**src/rtl/ris_uart_pkg.sv**
```systemverilog
// Shared definitions for the RIS command UART transmitter: packet headers,
// command type codes, serialiser state encoding and timing helpers.
package ris_uart_pkg;

  localparam logic [7:0] HDR_GPIO = 8'h47;
  localparam logic [7:0] HDR_SNR  = 8'h53;

  localparam logic CMD_GPIO = 1'b0;
  localparam logic CMD_SNR  = 1'b1;

  // ST_NEXT is the zero-time byte decision; it lives combinationally in the top.
  typedef enum logic [2:0] {
    ST_IDLE,
    ST_START,
    ST_DATA,
    ST_STOP,
    ST_GAP,
    ST_NEXT
  } tx_state_e;

  function automatic int clks_per_bit(input int clk_hz, input int baud);
    return (clk_hz + baud / 2) / baud;
  endfunction

  function automatic int frame_len(input int checksum_en);
    return (checksum_en != 0) ? 6 : 5;
  endfunction

endpackage

```
**src/rtl/uart_byte_tx.sv**
```systemverilog
// 8N1 byte serialiser with optional trailing idle bits. A new byte may be
// loaded in the same cycle byte_done fires, giving gapless back-to-back bytes.
module uart_byte_tx
  import ris_uart_pkg::*;
#(
  parameter int CLKS_PER_BIT = 434,
  parameter int GAP_BITS     = 0
) (
  input  logic       clk,
  input  logic       srst,
  input  logic       byte_valid,
  input  logic [7:0] byte_data,
  output logic       tx_line,
  output logic       byte_done,
  output logic       idle
);

  localparam int CNT_W = (CLKS_PER_BIT > 1) ? $clog2(CLKS_PER_BIT) : 1;
  localparam logic [CNT_W-1:0] CNT_LAST = CNT_W'(CLKS_PER_BIT - 1);
  localparam int GAP_LAST = (GAP_BITS > 0) ? GAP_BITS - 1 : 0;
  localparam logic [7:0] GAP_LAST_B = 8'(GAP_LAST);

  tx_state_e        state_q, state_d;
  logic [CNT_W-1:0] baud_cnt_q, baud_cnt_d;
  logic [2:0]       bit_idx_q, bit_idx_d;
  logic [7:0]       gap_idx_q, gap_idx_d;
  logic [7:0]       shift_q, shift_d;
  logic             tx_q, tx_d;
  logic             bit_end;

  assign bit_end = (baud_cnt_q == CNT_LAST);
  assign tx_line = tx_q;
  assign idle    = (state_q == ST_IDLE);

  always_comb begin
    state_d    = state_q;
    baud_cnt_d = baud_cnt_q;
    bit_idx_d  = bit_idx_q;
    gap_idx_d  = gap_idx_q;
    shift_d    = shift_q;
    tx_d       = tx_q;
    byte_done  = 1'b0;

    if (state_q != ST_IDLE) begin
      baud_cnt_d = bit_end ? '0 : baud_cnt_q + 1'b1;
    end

    case (state_q)
      ST_START: begin
        if (bit_end) begin
          state_d   = ST_DATA;
          bit_idx_d = 3'd0;
          tx_d      = shift_q[0];
        end
      end
      ST_DATA: begin
        if (bit_end) begin
          if (bit_idx_q == 3'd7) begin
            state_d = ST_STOP;
            tx_d    = 1'b1;
          end else begin
            bit_idx_d = bit_idx_q + 3'd1;
            shift_d   = {1'b0, shift_q[7:1]};
            tx_d      = shift_q[1];
          end
        end
      end
      ST_STOP: begin
        if (bit_end) begin
          if (GAP_BITS > 0) begin
            state_d   = ST_GAP;
            gap_idx_d = 8'd0;
          end else begin
            byte_done = 1'b1;
          end
        end
      end
      ST_GAP: begin
        if (bit_end) begin
          if (gap_idx_q == GAP_LAST_B) begin
            byte_done = 1'b1;
          end else begin
            gap_idx_d = gap_idx_q + 8'd1;
          end
        end
      end
      default: ;
    endcase

    if (byte_done) begin
      state_d = ST_IDLE;
      tx_d    = 1'b1;
    end

    // Loading on byte_done skips the idle state so the next start bit is seamless.
    if (byte_valid && (state_q == ST_IDLE || byte_done)) begin
      state_d    = ST_START;
      baud_cnt_d = '0;
      shift_d    = byte_data;
      tx_d       = 1'b0;
    end
  end

  always_ff @(posedge clk) begin
    if (srst) begin
      state_q    <= ST_IDLE;
      baud_cnt_q <= '0;
      bit_idx_q  <= 3'd0;
      gap_idx_q  <= 8'd0;
      shift_q    <= 8'd0;
      tx_q       <= 1'b1;
    end else begin
      state_q    <= state_d;
      baud_cnt_q <= baud_cnt_d;
      bit_idx_q  <= bit_idx_d;
      gap_idx_q  <= gap_idx_d;
      shift_q    <= shift_d;
      tx_q       <= tx_d;
    end
  end

endmodule

```
**src/rtl/ris_cmd_uart_tx.sv**
```systemverilog
// Command packet initiator: frames a header, four payload bytes and an optional
// XOR checksum, and feeds them to the byte serialiser one after another.
module ris_cmd_uart_tx
  import ris_uart_pkg::*;
#(
  parameter int CLK_FREQ    = 50000000,
  parameter int BAUD        = 115200,
  parameter int CHECKSUM_EN = 1,
  parameter int GAP_BITS    = 0
) (
  input  logic        CLOCK_50,
  input  logic        reset,
  input  logic        cmd_valid,
  output logic        cmd_ready,
  input  logic        cmd_type,
  input  logic [31:0] cmd_data,
  output logic        tx_line,
  output logic        busy,
  output logic        frame_done
);

  localparam int CLKS_PER_BIT = clks_per_bit(CLK_FREQ, BAUD);
  localparam int N = frame_len(CHECKSUM_EN);
  localparam logic [2:0] LAST_IDX = 3'(N - 1);

  logic [2:0]  byte_idx_q, byte_idx_d;
  logic [7:0]  hdr_q, hdr_d;
  logic [31:0] data_q, data_d;
  logic        frame_done_q, frame_done_d;

  logic        byte_idle;
  logic        byte_done;
  logic        byte_valid;
  logic [7:0]  byte_data;
  logic [7:0]  next_byte;
  logic        accept;
  logic        more;

  assign cmd_ready  = byte_idle & ~reset;
  assign busy       = ~byte_idle;
  assign frame_done = frame_done_q;

  always_comb begin
    case (byte_idx_q + 3'd1)
      3'd1:    next_byte = data_q[31:24];
      3'd2:    next_byte = data_q[23:16];
      3'd3:    next_byte = data_q[15:8];
      3'd4:    next_byte = data_q[7:0];
      3'd5:    next_byte = data_q[31:24] ^ data_q[23:16] ^ data_q[15:8] ^ data_q[7:0];
      default: next_byte = hdr_q;
    endcase
  end

  always_comb begin
    accept       = cmd_valid & cmd_ready;
    more         = (byte_idx_q != LAST_IDX);
    byte_idx_d   = byte_idx_q;
    hdr_d        = hdr_q;
    data_d       = data_q;

    if (accept) begin
      hdr_d      = (cmd_type == CMD_SNR) ? HDR_SNR : HDR_GPIO;
      data_d     = cmd_data;
      byte_idx_d = 3'd0;
    end else if (byte_done && more) begin
      byte_idx_d = byte_idx_q + 3'd1;
    end

    // Header goes straight from the inputs so the start bit follows acceptance by one cycle.
    byte_valid   = accept | (byte_done & more);
    byte_data    = accept ? hdr_d : next_byte;
    frame_done_d = byte_done & ~more;
  end

  always_ff @(posedge CLOCK_50) begin
    if (reset) begin
      byte_idx_q   <= 3'd0;
      hdr_q        <= 8'd0;
      data_q       <= 32'd0;
      frame_done_q <= 1'b0;
    end else begin
      byte_idx_q   <= byte_idx_d;
      hdr_q        <= hdr_d;
      data_q       <= data_d;
      frame_done_q <= frame_done_d;
    end
  end

  uart_byte_tx #(
    .CLKS_PER_BIT (CLKS_PER_BIT),
    .GAP_BITS     (GAP_BITS)
  ) u_byte_tx (
    .clk        (CLOCK_50),
    .srst       (reset),
    .byte_valid (byte_valid),
    .byte_data  (byte_data),
    .tx_line    (tx_line),
    .byte_done  (byte_done),
    .idle       (byte_idle)
  );

endmodule

```
**config.mk**
```make
export PLATFORM = sky130hd
export DESIGN_NAME = ris_cmd_uart_tx
export DESIGN_NICKNAME = d
export VERILOG_FILES = /design/src/rtl/ris_uart_pkg.sv /design/src/rtl/uart_byte_tx.sv /design/src/rtl/ris_cmd_uart_tx.sv
export SDC_FILE = /design/constraint.sdc
export NUM_CORES = 1
export LEC_CHECK = 0
export ABC_CLOCK_PERIOD_IN_PS = 2500
export CORE_UTILIZATION = 40
export CTS_BUF_LIST = sky130_fd_sc_hd__clkbuf_2 sky130_fd_sc_hd__clkbuf_4 sky130_fd_sc_hd__clkbuf_8
export CTS_CLUSTER_DIAMETER = 120
export DETAILED_ROUTE_END_ITERATION = 7
export MAX_ROUTING_LAYER = met4
export REMOVE_ABC_BUFFERS = 1
export SYNTH_ARGS = -nofsm -noshare
export SYNTH_HDL_FRONTEND = slang
export SYNTH_SLANG_ARGS = --single-unit
```
**constraint.sdc**
```tcl
create_clock -name CLOCK_50 -period 2.5 [get_ports CLOCK_50]
set_input_delay 0.375 -clock CLOCK_50 [delete_from_list [all_inputs] [get_ports CLOCK_50]]
set_output_delay 0.375 -clock CLOCK_50 [all_outputs]
set_load 0.05 [all_outputs]
```
==> summary.md <==
| Metric | Value |
|---|---|
| Status | `finished clean` |
| Worst reg-to-reg setup slack | `0.36 ns` |
| Final hold vios | `0` |
| RSZ-0062 raised after global routing | `false` |
| PwrDens | `602 nW/um2` |
| Clock skew | `0.00822 ns` |
| Total Negative Setup Slacks | `0 ns` |
| CTS tree | `done` |
| Warnings from Yosys | `0` |
| Starting Density | `41.9%` |
| Placer Congestion | `0.868` |
| Commonest non-fill, non-tap cells in the layout | `84 x nand2_1, 67 x dfxtp_1, 42 x o21ai_0` |
| Routed vias/inst | `5.44` |
| Area share of the largest cell type after synthesis | `40.8%` |
| Die height | `92.7 um` |
| Layout cells sized above 1 | `7.99%` |
| # DRC | `0` |
| Slew margin rel. | `57.6%` |
| Remaining global-route overflow | `0` |
| Ant. Diodes | `0` |
| Die ar. | `8580 um2` |
| Clock transition at the registers of the reported paths | `0.07 ns` |
| Leakage | `1.46 nW` |
| Max-slew violations | `0` |
| Synthesized cell area | `3290 um2` |
| WS Path Type | `flop to output port` |
| Final ANT Viol Nets | `0` |
| Minimum clock period after layout | `2.39 ns` |
| Gate Count Post-Synth | `397` |
| CTS Hold Bufs | `0` |
| PostCTS Resize Cnt | `0` |
| Yosys reg bits | `67` |
| Arr. time, crit path | `2.02 ns` |
| FFs w/ async S/R, synth | `0%` |
| Max clock buf depth | `2` |
| HP Class | `flop to flop` |
| Final nets | `480` |
| I/O pin cnt | `40` |
| Post-synth EDFFs | `0` |
| Peak supply drop | `302 uV` |
| Clock net sink count | `67` |
| Worst setup margin | `0.106 ns` |
| Max Clk Rate | `418 MHz` |
| Dpl ws | `0.370 ns` |
| Cell variety after synth | `55` |
| Wire per inst | `13.8 um` |
| Vias in the first global route | `2614` |
| Fillcell total | `789` |
| Vias | `2937` |
| Synth Flop Type | `dfxtp_1` |
| Req. time, crit path | `2.12 ns` |
| Detailed placement HPWL | `5030 um` |
| Detailed Route WL | `7430 um` |
| Global-route wire length before repair | `12600 um` |
| Clock tree root buffer cell | `clkbuf_8` |
| Worst setup SP type | `flop` |
| Iter 0 DRT Violations | `170` |
| Synthesis-to-finish area growth | `22.2%` |
| Final setup fails | `0` |
| Mapped Avg Cell Area | `8.28 um2` |
| Top area cells in the synthesized netlist | `dfxtp_1 41%, nand2_1 9.6%, o21ai_0 6.4%, xnor2_1 4.0%, ha_1 3.4%` |
| Worst skew pair latency | `0.35 ns` |
| Pin count of the biggest net entering global routing | `45` |
| H-tree depth | `3` |
| Worst slew pin tran | `0.632 ns` |
| Max_cap viols | `0` |
| Total Routing Usage GR | `19.2%` |
| CTS buffer count | `9` |
| Commonest non-fill, non-tap cell in the layout | `nand2_1` |
| Die width | `92.7 um` |
| Initial antenna violation count | `0` |
| Worst Setup End Kind | `output port` |
| Final Cycle Share | `95.8%` |
| Worst hold slack | `0.458 ns` |
| Sequential fraction of the synthesis area | `40.8%` |
| CP Max Fanout | `11` |
| Std-Cell Rows | `32` |
| Core area | `7850 um2` |
| First drt pass iteration count | `6` |
| Post-CTS setup buffer count | `0` |
| Cell taking the most area after synthesis | `dfxtp_1` |
| I/O Buffers | `39` |
## logic make-up (layout without fill, tap and decap cells)
| logic type | count (synthesis) | in the layout | share of synthesized area [%] |
|---|---|---|---|
| DFF | 67 | 67 | 40.8 |
| and+or+nand+nor | 154 | 154 | 21.4 |
| buffers and inverters | 32 | 73 | 3.77 |
| adders and majority gates | 9 | 9 | 3.43 |
| AOI/OAI and AO/OA | 106 | 106 | 21.7 |
| xor gates and xnor gates | 28 | 28 | 8.53 |
| muxes | 1 | 1 | 0.457 |
## layout make-up
cell class | count | area [um2] | share of cell area, %
multi-input combinational | 298 | 1830 | 45.6
sequential | 67 | 1340 | 33.4
timing repair buffer | 50 | 483 | 12.0
clock buffer | 12 | 165 | 4.11
tap | 102 | 128 | 3.18
clock inverter | 2 | 35.0 | 0.873
inverter | 9 | 33.8 | 0.841
## flip-flops by register name, summed over array words and instances (netlist names)
name and flops:
hdr_q 8, u_byte_tx.state_q 2, u_byte_tx.bit_idx_q 3, u_byte_tx.tx_line 1, data_q 32, u_byte_tx.baud_cnt_q 9, byte_idx_q 3, u_byte_tx.shift_q 8
frame_done 1
## per-layer routing
| layer | routed length (um) | global-route usage (%) |
|---|---|---|
| met1 | 3600 | 25.0 |
| met2 | 3350 | 28.8 |
| met3 | 398 | 5.34 |
| met4 | 89 | 6.28 |
| met5 | 0 | - |
## per-stage QoR
step	total power [mW]	instances	area, um2	utilization, %
2_1_floorplan	1.39	374	3200	-
3_5_place_dp	1.51	526	3810	48.6
4_1_cts	2.44	540	4020	51.2
5_1_grt	2.53	540	4020	51.2
3_3_place_gp	1.51	526	3810	48.6
6_report	2.42	540	4020	51.2
## worst max-delay path, stage by stage, from the launching register on
cell and delay (ns):
dfxtp_1 0.57, nor2_1 0.12, clkinv_1 0.15, clkdlybuf4s50_1 0.82
## synth_stat cells, types with 2 or more instances
master	n
and2_1	4
or3_1	2
dfxtp_1	67
inv_1	7
nand4_1	6
nand3_1	8
o2111ai_1	3
a21oi_1	15
xnor3_1	2
o21ai_1	2
nand2_1	84
buf_2	3
a311oi_1	3
o21a_1	2
clkinv_1	2
xnor2_1	15
a32o_1	4
o21ai_0	42
a211o_1	4
nand4b_1	2
xor2_1	10
nor3_1	5
a222oi_1	8
ha_1	9
a211oi_1	2
nand2b_1	4
a221o_1	2
nor2_1	28
clkbuf_1	19
a21o_1	4
nor3b_1	2
a32oi_1	3
o31ai_1	2
## worst paths after layout
path | startpoint | end | depth (start not counted)
setup / recovery | u_byte_tx.state_q[1]$_SDFFE_PP0P_ | busy | 3
hold / removal | hdr_q[6]$_SDFF_PP0_ | hdr_q[6]$_SDFF_PP0_ | 1
setup reg to reg | byte_idx_q[1]$_SDFFE_PP0P_ | u_byte_tx.shift_q[1]$_SDFFE_PP0P_ | 7
hold reg to reg | hdr_q[6]$_SDFF_PP0_ | hdr_q[6]$_SDFF_PP0_ | 1
## power breakdown
group | switching, mW | internal, mW | total, mW
Sequential | 0.0492 | 1.13 | 1.18
Combinational | 0.147 | 0.164 | 0.312
Clock | 0.397 | 0.530 | 0.927
(Power assumes the default switching activity.)
